`src/rtl/fft_pkg.sv`:
```
// rtl/fft_pkg.sv - shared types and sizing helpers for the fft acquisition sequencer
package fft_pkg;

    typedef enum logic [3:0] {
        IDLE,
        FLUSH,
        WAIT_BUF,
        START,
        LOAD,
        DRAIN,
        NEXT,
        DONE,
        ERROR
    } state_t;

    typedef enum logic [1:0] {
        ERR_NONE    = 2'd0,
        ERR_FFT     = 2'd1,
        ERR_FRAMING = 2'd2,
        ERR_TIMEOUT = 2'd3
    } err_code_t;

    function automatic int fft_length(input int depth);
        return 1 << depth;
    endfunction

    function automatic int default_timeout(input int depth);
        return 4 * fft_length(depth);
    endfunction

endpackage

```
`src/rtl/frame_checker.sv`:
```
// rtl/frame_checker.sv - beat counter and sop/eop framing check for frames entering the fft sink
module frame_checker
    import fft_pkg::*;
#(
    parameter int FFT_DEPTH = 11
) (
    input  logic clk,
    input  logic reset_n,
    input  logic clear,
    input  logic enable,
    input  logic in_valid,
    input  logic in_sop,
    input  logic in_eop,
    output logic framing_err,
    output logic frame_end
);

    localparam int                 FRAME_LEN = fft_length(FFT_DEPTH);
    localparam logic [FFT_DEPTH:0] LAST_BEAT = (FFT_DEPTH + 1)'(FRAME_LEN - 1);

    logic [FFT_DEPTH:0] beat;
    logic               first_beat;
    logic               last_beat;
    logic               sop_bad;
    logic               eop_bad;
    logic               beat_taken;

    // Strobes only count on accepted beats; idle-cycle sop/eop are noise
    assign beat_taken = enable && in_valid;

    always_ff @(posedge clk) begin
        if (!reset_n || clear) begin
            beat <= '0;
        end else if (beat_taken) begin
            beat <= beat + 1'b1;
        end
    end

    assign first_beat  = (beat == '0);
    assign last_beat   = (beat == LAST_BEAT);
    assign sop_bad     = (in_sop != first_beat);
    assign eop_bad     = (in_eop != last_beat);
    assign framing_err = beat_taken && (sop_bad || eop_bad);
    assign frame_end   = beat_taken && in_eop && last_beat && !sop_bad;

endmodule

```
`src/rtl/fft_sequencer.sv`:
```
// rtl/fft_sequencer.sv - acquisition sequencer releasing RUNS frames through a streaming fft core
module fft_sequencer
    import fft_pkg::*;
#(
    parameter int FFT_DEPTH = 11,
    parameter int RUNS      = 3,
    parameter int TIMEOUT   = default_timeout(FFT_DEPTH)
) (
    input  logic       clk,
    input  logic       reset_n,
    input  logic       start,
    input  logic       abort,
    input  logic       buf_ready,
    output logic       buf_start,
    input  logic       in_sop,
    input  logic       in_eop,
    input  logic       in_valid,
    input  logic       out_sop,
    input  logic       out_eop,
    input  logic       out_valid,
    input  logic       fft_error,
    output logic       fft_aclr,
    output logic       busy,
    output logic       frame_done,
    output logic       done,
    output logic [7:0] run_idx,
    output logic       err,
    output logic [1:0] err_code
);

    localparam int            TW           = $clog2(TIMEOUT + 1);
    localparam logic [TW-1:0] TIMEOUT_LAST = TW'(TIMEOUT - 1);
    localparam logic [7:0]    RUNS_LAST    = 8'(RUNS - 1);

    state_t        state;
    state_t        state_next;
    err_code_t     err_cause;
    logic          flush_cnt;
    logic          flush_to_idle;
    logic          flush_restart;
    logic [TW-1:0] drain_cnt;
    logic          fire_start;
    logic          fire_next;
    logic          fire_done;
    logic          framing_err;
    logic          frame_end;
    logic          unused_out_sop;

    assign unused_out_sop = out_sop;

    frame_checker #(
        .FFT_DEPTH(FFT_DEPTH)
    ) u_frame_checker (
        .clk        (clk),
        .reset_n    (reset_n),
        .clear      (state == START),
        .enable     (state == LOAD),
        .in_valid   (in_valid),
        .in_sop     (in_sop),
        .in_eop     (in_eop),
        .framing_err(framing_err),
        .frame_end  (frame_end)
    );

    always_comb begin
        state_next = state;
        err_cause  = ERR_NONE;
        case (state)
            IDLE:     if (start && !abort) state_next = FLUSH;
            FLUSH:    if (flush_cnt) state_next = flush_to_idle ? IDLE : WAIT_BUF;
            WAIT_BUF: if (buf_ready) state_next = START;
            START:    state_next = LOAD;
            LOAD: begin
                if (framing_err) begin
                    state_next = ERROR;
                    err_cause  = ERR_FRAMING;
                end else if (frame_end) begin
                    state_next = DRAIN;
                end
            end
            DRAIN: begin
                if (out_valid && out_eop) begin
                    state_next = NEXT;
                end else if (drain_cnt == TIMEOUT_LAST) begin
                    state_next = ERROR;
                    err_cause  = ERR_TIMEOUT;
                end
            end
            NEXT:     state_next = (run_idx == RUNS_LAST) ? DONE : WAIT_BUF;
            DONE:     state_next = IDLE;
            ERROR:    state_next = FLUSH;
            default:  state_next = IDLE;
        endcase

        // fft_error outranks framing/timeout; abort outranks everything
        if (fft_error && (state inside {WAIT_BUF, START, LOAD, DRAIN, NEXT, DONE})) begin
            state_next = ERROR;
            err_cause  = ERR_FFT;
        end
        if (abort && state != IDLE) begin
            state_next = FLUSH;
            err_cause  = ERR_NONE;
        end
    end

    assign flush_restart = (state_next == FLUSH) && ((state != FLUSH) || abort);
    assign fire_start    = (state == START) && (state_next == LOAD);
    assign fire_next     = (state == NEXT) && (state_next inside {DONE, WAIT_BUF});
    assign fire_done     = (state == DONE) && (state_next == IDLE);
    assign busy          = (state != IDLE);

    always_ff @(posedge clk) begin
        if (!reset_n) begin
            state         <= IDLE;
            flush_cnt     <= 1'b0;
            flush_to_idle <= 1'b0;
            drain_cnt     <= '0;
            buf_start     <= 1'b0;
            fft_aclr      <= 1'b1;
            frame_done    <= 1'b0;
            done          <= 1'b0;
            run_idx       <= 8'd0;
            err           <= 1'b0;
            err_code      <= ERR_NONE;
        end else begin
            state      <= state_next;
            buf_start  <= fire_start;
            frame_done <= fire_next;
            done       <= fire_done;
            fft_aclr   <= (state_next == FLUSH);
            drain_cnt  <= (state == DRAIN) ? drain_cnt + 1'b1 : '0;

            // Flushes entered from anywhere but IDLE are clean-up flushes
            if (flush_restart) begin
                flush_cnt     <= 1'b0;
                flush_to_idle <= (state != IDLE);
            end else if (state == FLUSH) begin
                flush_cnt <= 1'b1;
            end

            if (state == IDLE && state_next == FLUSH) begin
                run_idx  <= 8'd0;
                err      <= 1'b0;
                err_code <= ERR_NONE;
            end
            if (fire_next) begin
                run_idx <= run_idx + 1'b1;
            end
            if (state_next == ERROR && state != ERROR) begin
                err <= 1'b1;
                if (!err) begin
                    err_code <= err_cause;
                end
            end
        end
    end

endmodule

```
`config.mk`:
```
export PLATFORM = sky130hd
export DESIGN_NAME = fft_sequencer
export DESIGN_NICKNAME = d
export VERILOG_FILES = /design/src/rtl/fft_pkg.sv /design/src/rtl/frame_checker.sv /design/src/rtl/fft_sequencer.sv
export SDC_FILE = /design/constraint.sdc
export NUM_CORES = 1
export LEC_CHECK = 0
export ABC_CLOCK_PERIOD_IN_PS = 3800
export CORE_MARGIN = 2
export CORE_UTILIZATION = 45
export CTS_CLUSTER_SIZE = 10
export DETAILED_ROUTE_END_ITERATION = 8
export PLACE_DENSITY = 0.71
export SYNTH_ARGS = -nofsm -noshare
export SYNTH_HDL_FRONTEND = slang
export SYNTH_SLANG_ARGS = --single-unit
```
`constraint.sdc`:
```
create_clock -name clk -period 3.8 [get_ports clk]
set_clock_uncertainty 0.05 [all_clocks]
set_input_delay 0.95 -clock clk [delete_from_list [all_inputs] [get_ports clk]]
set_output_delay 0.95 -clock clk [all_outputs]
set_load 0.02 [all_outputs]
```
**After elaboration in Yosys (flattened, before gate mapping)**

Index checks and enable logic that the tools add are counted.

- Reduce and logical (&&, ||, !) cells: 31
- Bitwise logic cells: 1
- Equality and inequality tests: 20
- Order comparisons: 0
- Muxes and demuxes: 25
- Shift operators: 0
- Multipliers: 0
- Divide/modulo/power cells: 0
- $add $sub $neg: 3

Operators by type and width:

| operator | number |
|---|---|
| 4-bit 2-to-1 mux | 9 |
| 4-bit case mux with 8 select lines | 1 |
| 4-bit by 3-bit == test with 1-bit output (second input constant) | 6 |
| 2-bit 2-to-1 mux | 9 |
| 8-bit 2-to-1 mux | 2 |
| 1-bit logical AND | 15 |
| 14-bit by 1-bit adder with 14-bit output (second input constant) | 1 |
| 14-bit by 13-bit == test with 1-bit output (second input constant) | 1 |
| 12-bit by 1-bit adder with 12-bit output (second input constant) | 1 |
| 12-bit by 11-bit == test with 1-bit output (second input constant) | 1 |
| 4-bit by 2-bit == test with 1-bit output (second input constant) | 3 |
| 12-bit logical NOT | 1 |
| 8-bit by 1-bit adder with 8-bit output (second input constant) | 1 |
| 4-bit by 1-bit == test with 1-bit output (second input constant) | 2 |
| 4-bit == test (second input constant) | 2 |
| 8-bit by 2-bit == test with 1-bit output (second input constant) | 1 |
| 4-bit logical NOT | 2 |
| 2-bit nonzero test | 3 |
| 6-bit nonzero test | 1 |
| 4-bit by 1-bit inequality test with 1-bit output (second input constant) | 1 |
| 4-bit inequality test (second input constant) | 1 |
| 2-bit case mux with 2 select lines | 1 |
| 4-bit nonzero test | 1 |
| 1-bit logical NOT | 3 |
| other kinds (7) | 11 |

- Bits in writable memories: 0
- Bits in latches: 0
- Bits in read-only memories: 0
- Register bits after elaboration: 47
- Memories kept: 0
- Word-level logic and storage cells: 92
- Output and inout bits: 16
- Bits of input ports: 12

**Longest topological paths before layout**

Gate-level depths: netlist of run 1.

- Depth in word-level cells: 15
- Mapped depth: 8
- Depth with buffers taken out: 8

**Hierarchy**

A second synthesis of run 1 with hierarchy kept.

- Cells, all modules: 295
- Area, all modules: 2,481.1 µm²

Modules (own cells, without submodules):

| module | cells each | sequential area each (µm²) | area an instance (µm²) | times used |
|---|---|---|---|---|
| fft_sequencer | 217 | 700.7 | 1,828.0 | 1 |
| frame_checker | 78 | 240.2 | 653.1 | 1 |

**Worst setup path before layout of run 1**

No wires, ideal clock.

- Path kind: input to register
- Start: input in_valid
- End: register done
- Required time: 3,628 ps
- Setup time: 122 ps
- Setup slack: 1,661 ps
- Stages: 6
- Arrival time: 1,967 ps
- Cell sequence: or4b_1 > o21ai_0 > nor2b_1 > nor4_1 > a21boi_0 > nor4b_2

- Word-level cells in the longest chain between the ends: 11
- Elaborated cells on any way between the ends: 12
- Those cells by class: mux: 5; reduce/logical: 7

RTL lines:

| item | RTL line | source |
|---|---|---|
| start: declaration | fft_sequencer.sv:17 | `input logic in_valid,` |
| 1-bit logical AND * | frame_checker.sv:29 | `assign beat_taken = enable && in_valid;` |
| 1-bit logical AND (3 in a row) | frame_checker.sv:44 | `assign frame_end = beat_taken && in_eop && last_beat && !sop_bad;` |
| 4-bit 2-to-1 mux | fft_sequencer.sv:77 | `end else if (frame_end) begin` |
| 4-bit 2-to-1 mux * | fft_sequencer.sv:74 | `if (framing_err) begin` |
| 4-bit case mux with 8 select lines * | fft_sequencer.sv:68 | `case (state)` |
| 4-bit 2-to-1 mux * | fft_sequencer.sv:96 | `if (fft_error && (state inside {WAIT_BUF, START, LOAD, DRAIN, NEXT, DONE})) begin` |
| 4-bit 2-to-1 mux * | fft_sequencer.sv:100 | `if (abort && state != IDLE) begin` |
| 4-bit logical NOT * | fft_sequencer.sv:109 | `assign fire_done = (state == DONE) && (state_next == IDLE);` |
| 1-bit logical AND * | fft_sequencer.sv:109 |  |
| end signal: assignment | fft_sequencer.sv:129 | `done <= fire_done;` |
| end: declaration | fft_sequencer.sv:25 | `output logic done,` |

Every way passes the cells marked *; elsewhere a longest branch is shown, timed or not.
A chain may end at the register's enable or synchronous reset.

**Final worst setup path of run 1**

- Start: register state[0]
- End: output busy

- Word-level cells in the longest chain between the ends: 1

RTL lines:

| item | RTL line | source |
|---|---|---|
| start: declaration | fft_sequencer.sv:35 | `state_t state;` |
| start signal: assignment | fft_sequencer.sv:126 | `state <= state_next;` |
| 4-bit nonzero test | fft_sequencer.sv:110 | `assign busy = (state != IDLE);` |
| end: declaration | fft_sequencer.sv:23 | `output logic busy,` |

No other way between the ends.

==> metrics.cfg, run 1 <==
[setup_path]
reg2reg_slack_ps = 1500
cp-endpoint = busy
crit_type = flop to output pin
r2r_start = u_frame_checker.beat[0]
path_max_fanout = 16
critPathLaunchType = flop
critPathArrivalTime_ps = 1940
crit_path_end_kind = output pin
r2r_cells = 7
startpoint = state[0]
r2r-end = done
required_ps = 2800

[die]
core_um2 = 5170
num_rows = 26
die_area_um2 = 6030
chipWidth_um = 77.7
initial_core_util_pct = 47.2
die_y_um = 77.7
ios = 28

[timing]
finalSetupTns_ps = 0
setup_viol = 0
fin_crit_sh_pct = 77.5
slew_viol_final = 0
min_period_ps = 2940
grt_setup_unrepaired = false
fmax_mhz = 340
finalHoldViolCount = 0
relSlewSlack_pct = 65.5
worstMarginPinSlew_ps = 517

[worst_hold_path]
hold_depth = 1
hp-class = flop to flop

[finish]
final_cells = 389
nets = 335
drive_gt1_share_pct = 7.84
syn2layout_area_growth_pct = 17.3
fin_util_pct = 55.3
antenna_cells = 0

[global_route]
antenna_found_initial = 0
grt_overflow = 0
grt_usage_pct = 16.6
grt_pass1_wl_um = 8150
grt_pass1_vias = 1841
grt_max_degree = 17

[clock_tree]
holdBufCountCts = 0
clk-insertion-delay-late_ps = 300
clockBufferDepth = 2
post-cts-setup-buffers = 0
cts_sinks = 47
htree_levels = 2
cts_root_buffer = clkbuf_8
ctsResizeCount = 0
cts_inserted_buffers = 5
cts_tree = built
clkSlewWorstSetupHoldPaths_ps = 90

[synth]
ys_types = 53
synth_top_area_share_pct = 38.5
syn_inst = 295
synth_fp_nets = 312
ys_warn_count = 0
synth_area_leader_cell = dfxtp_1
ys_seq_area_share_pct = 38.5
synth_seq_cells = 47
syn_area_um2 = 2440
synthFlopType = dfxtp_1
ys_async_sr_fraction_pct = 0
syn_avg_cell_area_um2 = 8.27
synth_top_cells_by_area = dfxtp_1, nor2_1, xnor2_1, a21oi_1, nand3_1
synth_edf_count = 0

[placed_design]
dp.cells = 381
dp_hpwl_um = 3460
io_buffers = 26
gp_congestion = 0.813

[routing]
wl_per_cell_um = 12.5
drc_errors = 0
num_vias = 2089
antenna_left = 0
drtIter0Drc = 112
first_pass_iters = 4
via_per_inst = 5.37
wl_um = 4870

[power]
p_leak_nw = 0.981
power.density_nw_per_um2 = 349
max-vdd-ir-drop_uv = 156

[run_status]
status = completed

[job]
maxCapViolCount = 0

[cell type report]
class                           instances  area (µm²)
Sequential cell                        47         941
Inverter                                8        30.0
Clock buffer                            6        82.6
Timing Repair Buffer                   28         275
Tap cell                               70        87.6
Fill cell                             479        2310
Clock inverter                          2        35.0
Multi-Input combinational cell        228        1410
[registers in the layout, indices dropped and copies added (netlist names)]
| signal | flops |
|---|---|
| fft_aclr | 1 |
| run_idx | 8 |
| err | 1 |
| drain_cnt | 14 |
| err_code | 2 |
| state | 4 |
| flush_cnt | 1 |
| flush_to_idle | 1 |
| frame_done | 1 |
| u_frame_checker.beat | 12 |
| done | 1 |
| buf_start | 1 |
[Yosys cell counts (6+ instances only)]
library cell   n
o21ai_1        6
inv_1          8
nor3b_1        7
nand3_1       17
xor2_1         9
a21oi_1       17
nor2_1        49
clkbuf_1       8
dfxtp_1       47
and3_1        10
nand2_1       22
xnor2_1       11
o21ai_0        8
nand4_1        6
[cell families after synthesis]
group | share of synthesized area, %
AND/OR/NAND/NOR | 35.0
AO/OA/AOI/OAI | 12.3
flip-flops | 38.5
XOR/XNOR | 7.18
buffers and inverters | 3.64
adder cells (fa/ha/maj) | 3.38
[cells in the final DEF (no fill, tap or decap), types with 6 or more instances in the layout]
cell type        Yosys  routed
dfxtp_1             47      47
xor2_1               9       9
nor2_1              49      49
o21ai_0              8       8
xnor2_1             11      11
inv_1                8       8
nand3_1             17      17
nand4_1              6       6
clkbuf_8             0       6
nand2_1             22      22
a21oi_1             17      17
and3_1              10      10
clkdlybuf4s50_1      0      26
nor3b_1              7       7
o21ai_1              6       6
[metal layers]
metal  vias to the layer above  routed length, µm  GRT usage, %
met3                         9                168          2.91
met2                        34               2100          25.3
met1                       966               2520          23.0
met5                         -                  0             0
li1                       1080                  -             -
met4                         0                 88          7.50
[per-stage QoR]
stage               hold WS, ps  power [W]  cell area (µm²)  setup WS (ps)
floorplan                   380   0.000591             2440           1660
global placement            395   0.000625             2750            992
detailed placement          404   0.000626             2750            982
CTS                         421    0.00101             2860            842
global route                436    0.00103             2860            792
finish                      420   0.000998             2860            855
[power by group]
part | switching (W) | total, W | internal (W)
registers | 0.0000129 | 0.000514 | 0.000501
logic | 0.0000524 | 0.000101 | 0.0000491
clock network | 0.000170 | 0.000383 | 0.000213
total | 0.000235 | 0.000998 | 0.000763
[worst max-delay path: stages, from the launching register on]
cell and delay [ps]:
dfxtp_1 470, or4_4 620, clkdlybuf4s50_1 550
[worst min-delay path by stage]
| stage | end | slack, ps | start |
|---|---|---|---|
| 2_1_floorplan | drain_cnt[0] | 380 | drain_cnt[0] |
| 3_3_place_gp | drain_cnt[0] | 390 | drain_cnt[0] |
| 3_5_place_dp | drain_cnt[0] | 400 | drain_cnt[0] |
| 4_1_cts | err | 420 | err |
| 5_1_grt | drain_cnt[0] | 440 | drain_cnt[0] |
| 6_report | drain_cnt[0] | 420 | drain_cnt[0] |
Note: power is estimated with default switching activity, not from simulation.
==> run 2, diff against run 1 <==
ABC_CLOCK_PERIOD_IN_PS = 2400   (was 3800)
PLACE_DENSITY = 0.74   (was 0.71)
clock period = 2.4 ns   (was 3.8 ns; I/O delays follow)
==> run 2 against run 1 <==
Routed wire length is 5.0% higher. Core utilization is 2.9 points higher. Die area stayed put. Critical path depth is 5 higher. Combinational power is 98% higher. Critical path type is now flop to flop. Highest routed layer unchanged. Global-route usage is 0.40 points higher. Via count is 3.7% higher. Largest power group unchanged. Critical endpoint is now done. Clock power is 56% higher.
==> metrics.cfg, run 2 (synthesis results as in run 1) <==
[clock_tree]
clockBufferDepth = 2  ; unchanged
cts_root_buffer = clkbuf_8  ; unchanged
cts_tree = built  ; unchanged
cts_inserted_buffers = 5  ; unchanged
clk-insertion-delay-late_ps = 300  ; about the same
post-cts-setup-buffers = 0  ; unchanged
holdBufCountCts = 0  ; unchanged
ctsResizeCount = 0  ; unchanged
htree_levels = 2  ; unchanged
cts_sinks = 47  ; unchanged
clkSlewWorstSetupHoldPaths_ps = 90  ; about the same

[global_route]
grt_use_met1_pct = 24.6  ; was 23.0%
antenna_found_initial = 0  ; unchanged
grt_pass1_vias = 1871  ; was 1841
grt_pass1_wl_um = 8470  ; was 8150 µm
grt_usage_pct = 17.0  ; was 16.6%
grt_overflow = 0  ; unchanged
grt_max_degree = 16  ; was 17
use_met3_pct = 4.53  ; was 2.91%
grtUsageMet2_pct = 25.3  ; about the same
grt_busiest_layer = met2  ; unchanged

[timing]
relSlewSlack_pct = 60.3  ; was 65.5%
worstMarginPinSlew_ps = 595  ; was 517 ps
fin_crit_sh_pct = 93.3
grt_setup_unrepaired = false  ; unchanged
finalSetupTns_ps = 0  ; unchanged
min_period_ps = 2240
fmax_mhz = 446
slew_viol_final = 0  ; unchanged
finalHoldViolCount = 0  ; unchanged
setup_viol = 0  ; unchanged

[power]
power.density_nw_per_um2 = 530  ; was 349 nW/µm²
max-vdd-ir-drop_uv = 377  ; was 156 µV
p_leak_nw = 1.10  ; was 0.981 nW

[routing]
wl_um = 5110  ; was 4870 µm
wl_per_cell_um = 12.6  ; was 12.5 µm
via_per_inst = 5.34  ; was 5.37
drtIter0Drc = 120  ; was 112
drc_errors = 0  ; unchanged
antenna_left = 0  ; unchanged
first_pass_iters = 4  ; unchanged
num_vias = 2167  ; was 2089

[finish]
antenna_cells = 0  ; unchanged
drive_gt1_share_pct = 12.5  ; was 7.84%
largest_reg_flops = 14  ; unchanged
final_cells = 406  ; was 389
nets = 352  ; was 335
syn2layout_area_growth_pct = 23.3  ; was 17.3%
largestRegisters = drain_cnt x14, u_frame_checker.beat x12, run_idx x8  ; unchanged
final_common_cell = nor2_1  ; unchanged
layout_common_cells = nor2_1, dfxtp_1, clkdlybuf4s50_1  ; unchanged
fin_util_pct = 58.2  ; was 55.3%
largest-register = drain_cnt  ; unchanged

[die]
core_um2 = 5170  ; unchanged
die_y_um = 77.7  ; unchanged
ios = 28  ; unchanged
initial_core_util_pct = 47.2  ; unchanged
chipWidth_um = 77.7  ; unchanged
die_area_um2 = 6030  ; unchanged
num_rows = 26  ; unchanged

[placed_design]
gp_congestion = 0.866  ; was 0.813
io_buffers = 26  ; unchanged
dp.cells = 398  ; was 381
dp_hpwl_um = 3800  ; was 3460 µm

[worst_hold_path]
hold_depth = 1  ; unchanged
hp-class = flop to flop  ; unchanged

[setup_path]
reg2reg_slack_ps = 160  ; was 1500 ps
r2r_cells = 7  ; unchanged
path_max_fanout = 4  ; was 16
critPathLaunchType = flop  ; unchanged
crit_path_end_kind = flop  ; was output pin
crit_type = flop to flop  ; was flop to output pin
critPathArrivalTime_ps = 2400  ; was 1940 ps
required_ps = 2560  ; was 2800 ps

[job]
maxCapViolCount = 0  ; unchanged

[run_status]
status = completed  ; unchanged

-- run 2: per-stage QoR --
stage	hold WS, ps	power, W	cell area [µm²]	worst slack [ps]
CTS	421	0.00161	2990	9.50
finish	417	0.00160	3010	160
global placement	394	0.00101	2870	61.1
floorplan	380	0.000936	2440	397
detailed placement	401	0.00102	2870	19.5
global route	437	0.00167	3010	6.37
-- run 2: cell type report --
type | instances | area (µm²)
sequential | 47 | 941
clock buffer | 6 | 82.6
timing repair buffer | 45 | 405
inverter | 8 | 30.0
multi-input combinational | 228 | 1430
fill | 436 | 2160
tap | 70 | 87.6
clock inverter | 2 | 35.0
-- run 2: worst max-delay path, stage by stage, from the launching register on --
cell and delay (ps):
dfxtp_1 450, ha_1 200, nand4b_1 100, or3_1 380
xor2_1 240, a21boi_2 130, o31ai_4 340, nor4b_2 260
-- run 2: final timing paths --
check / endpoint / from
hold / removal: drain_cnt[0] / drain_cnt[0]
setup / recovery: done / u_frame_checker.beat[0]
setup reg to reg: done / u_frame_checker.beat[0]
hold reg to reg: drain_cnt[0] / drain_cnt[0]
-- run 2: where the power goes --
group | internal, W | leakage [nW] | total [W] | switching [W]
combinational | 0.0000979 | 0.658 | 0.000200 | 0.000102
clock | 0.000337 | 0.0612 | 0.000597 | 0.000260
sequential | 0.000793 | 0.379 | 0.000800 | 0.00000718
-- run 2: metal layers --
metal	up-vias	routed length [µm]
li1	1120	-
met1	991	2530
met2	50	2260
met3	6	280
met4	0	45
met5	-	0
==> run 3, diff against run 2 <==
CAP_MARGIN = 20   (was unset)
DONT_BUFFER_PORTS = 1   (was unset)
PLACE_DENSITY = 0.67   (was 0.74)
==> run 3 against run 2 <==
First-iteration DRC count decreased by 38%. Clock power about the same. Worst setup slack gained 97 ps. Clock-buffer cell count stayed put. Critical path type unchanged.
==> metrics.cfg, run 3 (synthesis results as in run 1) <==
[run_status]
status = completed  ; unchanged

[routing]
first_pass_iters = 4  ; unchanged
antenna_left = 0  ; unchanged
via_per_inst = 5.40  ; was 5.34
drtIter0Drc = 75  ; was 120
drc_errors = 0  ; unchanged
wl_um = 4830  ; was 5110 µm
wl_per_cell_um = 12.9  ; was 12.6 µm
num_vias = 2018  ; was 2167

[clock_tree]
clockBufferDepth = 2  ; unchanged
clk-insertion-delay-late_ps = 300  ; about the same
cts_root_buffer = clkbuf_8  ; unchanged
htree_levels = 2  ; unchanged
cts_inserted_buffers = 5  ; unchanged
holdBufCountCts = 0  ; unchanged
clkSlewWorstSetupHoldPaths_ps = 90  ; about the same
post-cts-setup-buffers = 0  ; unchanged
ctsResizeCount = 0  ; unchanged
cts_sinks = 47  ; unchanged
cts_tree = built  ; unchanged

[power]
sw_frac_of_total_pct = 23.1  ; about the same
max-vdd-ir-drop_uv = 270  ; was 377 µV
power.density_nw_per_um2 = 574  ; was 530 nW/µm²
pwr-share-seq_pct = 52.6  ; was 50.1%
combPwrFrac_pct = 8.5  ; was 12.5%
clkPwrFrac_pct = 38.9  ; was 37.4%
p_int_w = 0.00119  ; was 0.00123 W
p_leak_nw = 0.946  ; was 1.10 nW
p_switching_w = 0.000355  ; was 0.000369 W

[setup_path]
critPathLaunchType = flop  ; unchanged
critPathArrivalTime_ps = 2270  ; was 2400 ps
crit_path_end_kind = flop  ; unchanged
r2r_start = state[1]  ; was u_frame_checker.beat[0]
crit_type = flop to flop  ; unchanged
required_ps = 2530  ; was 2560 ps
path_max_fanout = 8  ; was 4
startpoint = state[1]  ; was u_frame_checker.beat[0]

[finish]
largest-register = drain_cnt  ; unchanged
antenna_cells = 0  ; unchanged
final_common_cell = nor2_1  ; unchanged
largest_reg_flops = 14  ; unchanged
nets = 320  ; was 352
syn2layout_area_growth_pct = 10.0  ; was 23.3%
drive_gt1_share_pct = 11.8  ; was 12.5%
largestRegisters = drain_cnt x14, u_frame_checker.beat x12, run_idx x8  ; unchanged
layout_common_cells = nor2_1, dfxtp_1, nand2_1  ; was nor2_1, dfxtp_1, clkdlybuf4s50_1

[die]
num_rows = 26  ; unchanged
die_area_um2 = 6030  ; unchanged
chipWidth_um = 77.7  ; unchanged
core_um2 = 5170  ; unchanged
ios = 28  ; unchanged
die_y_um = 77.7  ; unchanged
initial_core_util_pct = 47.2  ; unchanged

[timing]
slew_viol_final = 0  ; unchanged
finalSetupTns_ps = 0  ; unchanged
worstMarginPinSlew_ps = 528  ; was 595 ps
fmax_mhz = 467  ; was 446 MHz
setup_viol = 0  ; unchanged
relSlewSlack_pct = 64.3  ; was 60.3%
grt_setup_unrepaired = false  ; unchanged
finalHoldViolCount = 0  ; unchanged
fin_crit_sh_pct = 89.3  ; was 93.3%
whs_ps = 372  ; was 417 ps
min_period_ps = 2140  ; was 2240 ps

[global_route]
grt_pass1_vias = 1833  ; was 1871
grt_overflow = 0  ; unchanged
grt_pass1_wl_um = 8630  ; was 8470 µm
antenna_found_initial = 0  ; unchanged
grt_max_degree = 17  ; was 16
grt_usage_pct = 17.4  ; was 17.0%

[worst_hold_path]
hp-class = primary input to flop  ; was flop to flop
min_from = reset_n  ; was drain_cnt[0]

[placed_design]
dp_hpwl_um = 3510  ; was 3800 µm
gp_congestion = 0.765  ; was 0.866
io_buffers = 0  ; was 26

[job]
maxCapViolCount = 0  ; unchanged

==> run 3: cell count changes in the layout (fill, tap and decap cells not counted), sizes merged <==
cell	previous run	this run
dlymetal6s2s	1	0
clkdlybuf4s50	25	0
buf	19	13
==> run 3: worst paths after layout <==
check | to | slack [ps] | cells after the start
max | run_idx[5] | 260 | 6
min | err_code[0] | 370 | 1
max reg2reg | run_idx[5] | 260 | 6
min reg2reg | drain_cnt[0] | 420 | 1
==> run 3: power by group through the flow <==
stage	combinational (W)	clock [W]	sequential, W
after floorplan	0.000111	0	0.000825
after global placement	0.000129	0	0.000829
after detailed placement	0.000130	0	0.000830
after CTS	0.000131	0.000621	0.000812
after global routing	0.000145	0.000651	0.000814
final	0.000131	0.000599	0.000811
==> run 3: worst max-delay path, cell delays in order (launching register included) <==
cell and delay, ps:
dfxtp_1 400, or4_4 610, or3b_1 520, nand2_4 160, o21ai_1 70, a21oi_1 150
nor2_1 50
==> run 3: final cells by class <==
| class | instances | area [µm²] |
|---|---|---|
| Multi-Input combinational cell | 228 | 1410 |
| Clock buffer | 6 | 82.6 |
| Clock inverter | 2 | 35.0 |
| Fill cell | 502 | 2490 |
| Sequential cell | 47 | 941 |
| Timing Repair Buffer | 13 | 97.6 |
| Tap cell | 70 | 87.6 |
| Inverter | 8 | 30.0 |
==> run 3: layer usage <==
metal,GRT usage [%],vias up,routed length (µm)
met3,4.07,4,223
met4,5.36,0,41
met1,25.4,920,2460
met5,0,-,0
met2,25.3,39,2110
li1,-,1055,-
==> run 3: through the flow <==
stage          total power, W  cells  util [%]  setup slack [ps]  cell area [µm²]
2_1_floorplan        0.000936    295         -               397             2440
3_3_place_gp         0.000959    366      49.6               283             2570
3_5_place_dp         0.000960    366      49.6               270             2570
4_1_cts               0.00156    374      51.9               249             2690
5_1_grt               0.00161    374      51.9              15.0             2690
6_report              0.00154    374      51.9               257             2690
